==> src/rtl/bit_serializer32.sv <==
// rtl/bit_serializer32.sv - 32-bit word to serial bit stream controller for a 32:1 bit mux
//
// Purpose:
//   Accepts a word and a bit count over a valid/ready handshake, holds the word
//   on word_o and steps sel_o through the bit indices of an external
//   combinational 32:1 mux. The mux output comes back on mux_bit_i and is
//   forwarded as a serial stream with its own valid/ready handshake. last_o
//   marks the final bit of each word.
//
// Configuration:
//   BIT_SERIALIZER_B2B_EN - when defined, a new word can be accepted in the
//   same cycle as the previous word's last beat, so words stream with no
//   bubble cycle between them.
//
// Ports:
//   clk_i       in   single clock
//   rst_i       in   synchronous active-high reset
//   word_i      in   word to serialize
//   len_i       in   number of bits to send minus 1
//   valid_i     in   word_i/len_i valid
//   ready_o     out  block can accept a word
//   flush_i     in   synchronous abort of the current word
//   word_o      out  held word, drives the mux data input
//   sel_o       out  current bit index, drives the mux select
//   mux_bit_i   in   mux output for (word_o, sel_o)
//   bit_o       out  serial bit (mux_bit_i passed through)
//   bit_valid_o out  bit_o valid
//   bit_ready_i in   consumer accepts bit_o
//   last_o      out  bit_o is the final bit of the word
//   busy_o      out  a word is being shifted out

module bit_serializer32 #(
  parameter int DATA_W    = 32,
  parameter int SEL_W     = 5,
  parameter bit MSB_FIRST = 1'b0
) (
  input  logic              clk_i,
  input  logic              rst_i,
  input  logic [DATA_W-1:0] word_i,
  input  logic [SEL_W-1:0]  len_i,
  input  logic              valid_i,
  output logic              ready_o,
  input  logic              flush_i,
  output logic [DATA_W-1:0] word_o,
  output logic [SEL_W-1:0]  sel_o,
  input  logic              mux_bit_i,
  output logic              bit_o,
  output logic              bit_valid_o,
  input  logic              bit_ready_i,
  output logic              last_o,
  output logic              busy_o
);

  typedef enum logic {
    IDLE  = 1'b0,
    SHIFT = 1'b1
  } state_t;

  state_t            state_q, state_d;
  logic [SEL_W-1:0]  cnt_q,   cnt_d;
  logic [SEL_W-1:0]  len_q,   len_d;
  logic [DATA_W-1:0] word_q,  word_d;
  logic [SEL_W-1:0]  sel_q,   sel_d;

  logic last;
  logic can_take;
  logic accept;
  logic beat;

  // cnt counts beats from 0 up to len_q; it never passes len_q, so a 5-bit
  // counter covers the full 32-bit word without wrapping.
  assign last = (state_q == SHIFT) && (cnt_q == len_q);

`ifdef BIT_SERIALIZER_B2B_EN
  // Taking a new word while the last bit is being consumed keeps the stream
  // gap-free; this makes ready_o combinational from bit_ready_i.
  assign can_take = (state_q == IDLE) || (last && bit_ready_i);
`else
  assign can_take = (state_q == IDLE);
`endif

  // Reset and flush both block acceptance, so a word offered alongside a
  // flush stays with the upstream until the following cycle.
  assign ready_o = can_take && !rst_i && !flush_i;
  assign accept  = valid_i && ready_o;
  assign beat    = (state_q == SHIFT) && bit_ready_i;

  always_comb begin
    state_d = state_q;
    cnt_d   = cnt_q;
    len_d   = len_q;
    word_d  = word_q;

    if (flush_i) begin
      // The held word is kept; only the position and state are cleared.
      state_d = IDLE;
      cnt_d   = '0;
    end else if (accept) begin
      // With back-to-back enabled this also covers the last-beat cycle, in
      // which the new word replaces the old one and the state stays SHIFT.
      state_d = SHIFT;
      cnt_d   = '0;
      len_d   = len_i;
      word_d  = word_i;
    end else if (beat) begin
      if (last) begin
        state_d = IDLE;
        cnt_d   = '0;
      end else begin
        cnt_d   = cnt_q + SEL_W'(1);
      end
    end
  end

  // The select is registered from the next count so the mux sees a stable
  // index for the whole cycle in which the bit is presented.
  generate
    if (MSB_FIRST) begin : g_msb_first
      assign sel_d = len_d - cnt_d;
    end else begin : g_lsb_first
      assign sel_d = cnt_d;
    end
  endgenerate

  always_ff @(posedge clk_i) begin
    if (rst_i) begin
      state_q <= IDLE;
      cnt_q   <= '0;
      len_q   <= '0;
      word_q  <= '0;
      sel_q   <= '0;
    end else begin
      state_q <= state_d;
      cnt_q   <= cnt_d;
      len_q   <= len_d;
      word_q  <= word_d;
      sel_q   <= sel_d;
    end
  end

  assign word_o      = word_q;
  assign sel_o       = sel_q;
  assign bit_o       = mux_bit_i;
  assign bit_valid_o = (state_q == SHIFT);
  assign busy_o      = (state_q == SHIFT);
  assign last_o      = last;

endmodule

==> config.mk <==
export PLATFORM = sky130hd
export DESIGN_NAME = bit_serializer32
export DESIGN_NICKNAME = d
export VERILOG_FILES = /design/src/rtl/bit_serializer32.sv
export SDC_FILE = /design/constraint.sdc
export NUM_CORES = 1
export LEC_CHECK = 0
export BUFFER_PORTS_ARGS = -buffer_cell sky130_fd_sc_hd__buf_2
export CAP_MARGIN = 20
export CORE_ASPECT_RATIO = 0.7
export CORE_MARGIN = 5
export CORE_UTILIZATION = 48
export CTS_CLUSTER_DIAMETER = 40
export DETAILED_ROUTE_END_ITERATION = 8
export PLACE_DENSITY = 0.83
export SYNTH_ARGS = -nofsm -noshare
export SYNTH_HDL_FRONTEND = slang
export SYNTH_SLANG_ARGS = --single-unit
==> constraint.sdc <==
create_clock -name clk_i -period 2.1 [get_ports clk_i]
set_input_delay 0.105 -clock clk_i [delete_from_list [all_inputs] [get_ports clk_i]]
set_output_delay 0.105 -clock clk_i [all_outputs]
set_load 0.02 [all_outputs]
==> reports/metrics.sh, run 1 <==
LARGEST_NET_DEGREE_AT_THE_START_OF_GLOBAL_ROUTING=22
POST-ROUTE-PERIOD-UTIL_PCT=77.51
MULTI_INPUT_COMB_AREA_UM2=726.9
MAPPEDNETLISTAREA_UM2=1712
WIRE_PER_INST_UM=11.99
FP-ROW-COUNT=18
DR_VIAS=1634
WORSTPATHMAXFANOUT=6
HPWLAFTERDP_MM=2.976
TRITONCTS_CLOCK_TREE='yes'
IOPINCOUNT=85
AREA_OF_THE_CORE_UM2=3491
FIN_SETUP_TNS_NS=0
POSTCTSSETUPREPAIRBUFS=0
WORST-PATH-STAGES=4
R2R_DEPTH=5
GRT_SETUP_UNREPAIRED='false'
NETLIST.TOP_CELL.BY_AREA='dfxtp_1'
FIN_WORST_HOLD_SLACK_NS=0.04968
TOTAL_POWER_mW=1.600
CTS_ROOT_BUF='clkbuf_8'
INITIALDRTVIOLATIONCOUNT=56
SEQCELLAREA_UM2=860.8
YOSYSWARNINGS=0
SYNTH_TOP_AREA_SHARE_PCT=50.29
NUMBER_OF_CLOCK_SINKS=43
DETAIL_ROUTE.DRC_VIOLATIONS=0
GLOBALROUTEOVERFLOWTOTAL=0
CRITPATHARRIVALTIME_NS=1.52
WORST_SLEW_PIN_SLEW_NS=0.4322
CRITICAL_PATH.N_BUFFERS_INVERTERS=1
WORSTPATHREQUIRED_NS=2.00
SYNTHESIZED_AREA_PER_CELL_UM2=8.229
ROUTED_VIA_DENSITY=4.792
NETS=334
BUFFER_PORTS.INSERTED=82
CRIT_FAMILY='flip-flops'
ANTENNADIODECOUNT=0
LAYOUTNONFILLERINSTCOUNT=341
LAYOUT-AREA-OVERHEAD-VS-SYNTH_PCT=29.61
FINAL_LAYOUT_SIZE_SUFFIX_GT1_SHARE_PCT=34.02
MIN_PATH_CELLS=3
CRITICAL_PATH.SLOWEST_CELL='dfxtp_1'
CRITICAL_PATH.STARTPOINT_TYPE='flip-flop'
SETUP-VIOLATIONS-FINAL=0
DIEAREA_UM2=4879
GPL.FINAL_WEIGHTED_CONGESTION=0.9264
FF2FF_SETUP_SLACK_NS=0.81
DRV.MAX_CAP_VIOLATION_COUNT=0
CTS-ROOT-TO-SINK-BUFFERS=2
VDD_DROP_MAX_mV=0.4149
WIRELENGTH_MM=4.088
STATUS='finished clean'
YOSYSSEQAREASHARE_PCT=50.29
YS_FF_LATCH=43
NUMBER_OF_NETS_WITH_ANTENNA_VIOLATIONS_AFTER_ROUTING=0
SYNTH_TOP_AREA_CELLS='dfxtp_1 (50%), nand2_1 (18%), a21oi_1 (12%), buf_6 (3.3%), xnor2_1 (2.6%)'
PATH_CELLS='xnor2_1 -> nand3_1 -> nor3_1 -> buf_2'
WORST-SETUP-PATH-TYPE='reg2out'
CTS.HOLD.BUFFERS_ADDED=0
DIE_Y_UM=59.96
FINAL.SETUP.WORST_SLACK_NS=0.4723
PLACE_INST=333
HOLDCRITPATHCLASS='in2reg'
GRT_FIRST_PASS_WIRELENGTH_MM=6.292
SLEW_VIOLATIONS=0
POWER_PER_CELL_AREA_nW_PER_UM2=721.4
GRT_UTIL_ALL_LAYERS_PCT=16.63
FILL_CELLS=328
DPL_WORST_SLACK_NS=0.7950
ANTENNA_FOUND_INITIAL=0
DRT_FIRST_PASS_ITERS=4
INITIAL_UTILIZATION_PCT=49.03
CTSRESIZECOUNT=0
CLK-INSERTION-DELAY-LATE_NS=0.28
VIAS_IN_THE_FIRST_GLOBAL_ROUTE=1451
SLEW_HEADROOM_PCT=71.18
HOLD_VIOLATIONS=0
HTREEDEPTH=2
FMAX_MHz=614.4
SLOWEST_DELAY_NS=0.44
STATIC_LEAKAGE_POWER_nW=0.9847
FIN_SKEW_NS=0.002448
CRIT_PATH_TIME_FINAL_NS=1.628
SYNTH_CELL_TYPE_COUNT=26
CTS_INSERTED_BUFFERS=5
FLOORPLAN.DIE.WIDTH_UM=81.38
SYNTHCELLS=208
SYN_NETS=252
CRIT_PATH_END_KIND='primary output'
WORST_SETUP_HOLD_PATH_CLK_SLEW_NS=0.08
[power by group]
group | switching [mW] | total, mW | leakage [nW] | internal, mW
clock network | 0.268 | 0.567 | 0.0505 | 0.299
registers | 0.0139 | 0.852 | 0.349 | 0.838
logic | 0.108 | 0.181 | 0.585 | 0.0724
total | 0.391 | 1.60 | 0.985 | 1.21
[cell usage in the layout, fill, tap and decap left out, types with 2 or more instances in the layout]
master,n
xnor2_1,5
buf_2,82
buf_4,4
a21oi_1,41
dfxtp_1,43
clkbuf_8,7
nor2_1,3
nand2_1,82
o22ai_1,3
nand3_1,2
nor3_1,3
[registers in the layout, indices dropped and copies added, names as in the netlist]
name,cells
bit_valid_o,1
len_q,5
sel_o,5
word_o,32
[final cells by class]
class,instances,area share (%)
Tap cell,50,2.820
Clock buffer,7,4.343
Inverter,1,0.1692
Sequential cell,43,38.80
Timing Repair Buffer,87,20.76
Clock inverter,1,0.3384
Multi-Input combinational cell,152,32.77
[cell families (layout without fill, tap and decap cells)]
group	count (synthesis)	in the layout	synth area share [%]
buffers and inverters	13	96	7.236
AND/OR/NAND/NOR	98	98	24.42
flip-flops	43	43	50.29
adder cells (fa/ha/maj)	1	1	0.7309
AO/OA/AOI/OAI	47	47	14.25
XOR/XNOR	6	6	3.070
[worst reg2reg max path, stage by stage, from the launching register on]
cell      delay, ns
dfxtp_1        0.38
nand2b_4       0.18
nor3_4         0.17
buf_4          0.26
nand2_1        0.08
a21oi_1        0.14
[routing by layer]
layer / track usage (%) / vias up / part of all wire, %
met5: 0 / - / 0
met4: 5.783 / 0 / 0.37
met3: 4.518 / 2 / 7.1
met2: 27.84 / 51 / 46
met1: 20.68 / 738 / 47
li1: - / 843 / -
[worst paths after layout]
kind,startpoint,to
worst max-delay path,sel_o[3]$_SDFFE_PP0P_,last_o
worst min-delay path,word_i[27],word_o[27]$_SDFFE_PP0P_
worst max register to register,bit_valid_o$_SDFFE_PP0P_,word_o[2]$_SDFFE_PP0P_
worst min register to register,word_o[17]$_SDFFE_PP0P_,word_o[17]$_SDFFE_PP0P_
[cell usage after synthesis]
master,count
o22ai_1,3
nor2_1,3
inv_1,1
dfxtp_1,43
xnor2_1,5
o21ai_0,1
xor2_1,1
dlymetal6s2s_1,2
o211ai_1,1
and2_2,1
nand2b_4,1
ha_1,1
nand3_1,2
nand2_1,82
nor3_1,3
nand3_2,1
nor2b_1,1
nor3_4,1
nor3b_1,1
and2_1,1
buf_6,5
buf_4,4
a211oi_1,1
nand4_1,1
a21oi_1,41
dlygate4sd1_1,1
[per-stage QoR]
stage | cell area, um2 | util [%]
2_1_floorplan | 1712 | -
3_3_place_gp | 2115 | 60.57
3_5_place_dp | 2115 | 60.57
4_1_cts | 2218 | 63.55
5_1_grt | 2218 | 63.55
6_report | 2218 | 63.55
Note: power is estimated with default switching activity, not from simulation.
==> inputs of run 2 (changes only) <==
- CORE_UTILIZATION: 48 -> 45
- PLACE_DENSITY: 0.83 -> 0.79
- clock period: 2.1 -> 1.5 ns (I/O delays scaled with it)
==> run 2 against run 1 <==
  * Sequential power grew 40%
  * Final area increased by 0.73%
  * Clock power is 35% higher
  * Total power is 38% higher
  * Non-clock buffer count shrank 1
  * Count of clock-buffer cells in the layout grew 1
  * Wire length increased by 1.5%
  * Largest cell class unchanged
==> reports/metrics.sh, run 2 (synthesis gave the netlist of run 1 again) <==
CTS_ROOT_BUF='clkbuf_8'
CELLINTERNALPOWER_mW=1.697
DIEAREA_UM2=5157
STATIC_LEAKAGE_POWER_nW=0.9948
AREA_OF_THE_CORE_UM2=3603
SLEW_VIOLATIONS=0
DPL_WORST_SLACK_NS=0.2370
CRITPATHARRIVALTIME_NS=1.33
POWER.SHARE.SWITCHING_PCT=23.33
PATH_CELLS='xnor2_1 -> nand2_2 -> nor3_2 -> buf_2'
INITIAL_UTILIZATION_PCT=47.50
WORSTPATHMAXFANOUT=5
NET-SWITCHING-POWER_mW=0.5163
CRITICAL_PATH.SLOWEST_CELL='dfxtp_1'
POSTCTSSETUPREPAIRBUFS=0
INITIALDRTVIOLATIONCOUNT=39
FMAX_MHz=710.9
DRT_FIRST_PASS_ITERS=4
WORSTPATHREQUIRED_NS=1.42
STATUS='finished clean'
GRT_FIRST_PASS_WIRELENGTH_MM=6.575
HTREEDEPTH=2
DR_VIAS=1600
CTS_INSERTED_BUFFERS=5
POST-ROUTE-PERIOD-UTIL_PCT=93.77
MIN_TO='word_o[14]$_SDFFE_PP0P_'
GRT_UTIL_ALL_LAYERS_PCT=16.10
VDD_DROP_MAX_mV=0.7169
TRITONCTS_CLOCK_TREE='yes'
SETUP-VIOLATIONS-FINAL=0
WORST_SETUP_HOLD_PATH_CLK_SLEW_NS=0.07
GRT_SETUP_UNREPAIRED='false'
SLOWEST_DELAY_NS=0.41
IOPINCOUNT=85
ROUTED_VIA_DENSITY=4.706
SLEW_HEADROOM_PCT=75.11
LAYOUT_COMMONEST_CELL='buf_2'
FINAL_LAYOUT_SIZE_SUFFIX_GT1_SHARE_PCT=35.17
NETS=333
HPWLAFTERDP_MM=3.046
WORST-SETUP-PATH-TYPE='reg2out'
WIRELENGTH_MM=4.151
ANTENNA_FOUND_INITIAL=0
DIE_Y_UM=61.60
VIAS_IN_THE_FIRST_GLOBAL_ROUTE=1468
DRV.MAX_CAP_VIOLATION_COUNT=0
CLKPWRFRAC_PCT=34.6
FF2FF_SETUP_SLACK_NS=0.19
FIN_SETUP_TNS_NS=0
R2R-END='sel_o[4]$_SDFFE_PP0P_'
HOLD_VIOLATIONS=0
LAYOUT-AREA-OVERHEAD-VS-SYNTH_PCT=30.56
FILL_CELLS=349
CTS.HOLD.BUFFERS_ADDED=0
CTS-ROOT-TO-SINK-BUFFERS=2
GPL.FINAL_WEIGHTED_CONGESTION=0.8650
CRIT_PATH_END_KIND='primary output'
NUMBER_OF_NETS_WITH_ANTENNA_VIOLATIONS_AFTER_ROUTING=0
HOLDCRITPATHCLASS='in2reg'
LARGEST_NET_DEGREE_AT_THE_START_OF_GLOBAL_ROUTING=38
BUFFER_PORTS.INSERTED=82
FINAL_CELL_MIX='buf_2 (82), nand2_1 (81), a21oi_1 (41), dfxtp_1 (41), clkbuf_8 (7)'
WORST_R2R_STARTPOINT='bit_valid_o$_SDFFE_PP0P_'
NUMBER_OF_CLOCK_SINKS=43
WIRE_PER_INST_UM=12.21
CRITICAL_PATH.STARTPOINT_TYPE='flip-flop'
POWER_PER_CELL_AREA_nW_PER_UM2=990.5
FLOORPLAN.DIE.WIDTH_UM=83.72
TIMING.HOLD.WORST.START='word_i[14]'
SEQCELLAREA_UM2=863.3
DETAIL_ROUTE.DRC_VIOLATIONS=0
WORST_SLEW_PIN_SLEW_NS=0.3733
LARGEST_REGISTER_FF_COUNT=32
MULTI_INPUT_COMB_AREA_UM2=739.5
R2R_DEPTH=4
FP-ROW-COUNT=18
ANTENNADIODECOUNT=0
FIN_SKEW_NS=0.002695
FINAL.SETUP.WORST_SLACK_NS=0.09341
CRIT_PATH_TIME_FINAL_NS=1.407
SHARE_SEQ_OF_TOTAL_POWER_PCT=53.9
MIN_PATH_CELLS=3
CLK-INSERTION-DELAY-LATE_NS=0.28
GLOBALROUTEOVERFLOWTOTAL=0
POWER.SHARE.COMBINATIONAL_PCT=11.5
run 2: layout make-up:
cell class                 instances  share of cell area (%)
clock buffer                       8                   4.479
inverter                           1                  0.1680
multi-input combinational        152                   33.09
sequential                        43                   38.63
tap                               50                   2.800
timing repair buffer              86                   20.83
run 2: critical path: cells and delay by family, from the launching register on:
kind	cells	cell delay, ns
simple gates	2	0.29
xor+xnor	1	0.16
flops	1	0.41
buf+inv	1	0.19
run 2: worst max-delay path by stage:
stage | from | endpoint | slack [ns] | cells past startpoint
after floorplan | sel_o[2]$_SDFFE_PP0P_ | sel_o[0]$_SDFFE_PP0P_ | 0.07 | 4
after global placement | bit_valid_o$_SDFFE_PP0P_ | sel_o[4]$_SDFFE_PP0P_ | 0.29 | 4
after detailed placement | bit_valid_o$_SDFFE_PP0P_ | sel_o[4]$_SDFFE_PP0P_ | 0.24 | 4
after CTS | sel_o[0]$_SDFFE_PP0P_ | last_o | 0.03 | 4
after global routing | sel_o[4]$_SDFFE_PP0P_ | last_o | 0.003 | 4
final | sel_o[1]$_SDFFE_PP0P_ | last_o | 0.09 | 4
run 2: metrics by stage:
step | cells | util, % | hold WS (ns) | area, um2 | power (mW)
after floorplan | 208 | - | 0.2081 | 1717 | 1.375
after global placement | 332 | 58.96 | 0.1502 | 2125 | 1.471
after detailed placement | 332 | 58.96 | 0.1502 | 2125 | 1.476
after CTS | 340 | 61.74 | 0.01717 | 2225 | 2.242
after global routing | 340 | 62.01 | 0.01627 | 2235 | 2.327
final | 340 | 62.01 | 0.02957 | 2235 | 2.213
run 2: what timing repair did:
item,CTS,global route
hold endpoints to repair,0,0
endpoints found under the setup margin,0,1
resized for setup,0,4
run 2: per-layer routing:
metal | global-route usage, % | up-vias | wire length [um]
li1 | - | 843 | -
met1 | 19.09 | 712 | 1838
met2 | 28.65 | 45 | 2025
met3 | 5.348 | 0 | 287
met4 | 4.817 | 0 | 0
met5 | 0 | - | 0
run 2: power groups by stage:
stage / sequential (mW) / combinational [mW] / clock, mW
5_1_grt: 1.20 / 0.284 / 0.845
3_5_place_dp: 1.22 / 0.256 / 0
2_1_floorplan: 1.25 / 0.121 / 0
4_1_cts: 1.19 / 0.256 / 0.792
3_3_place_gp: 1.22 / 0.252 / 0
6_report: 1.19 / 0.254 / 0.765
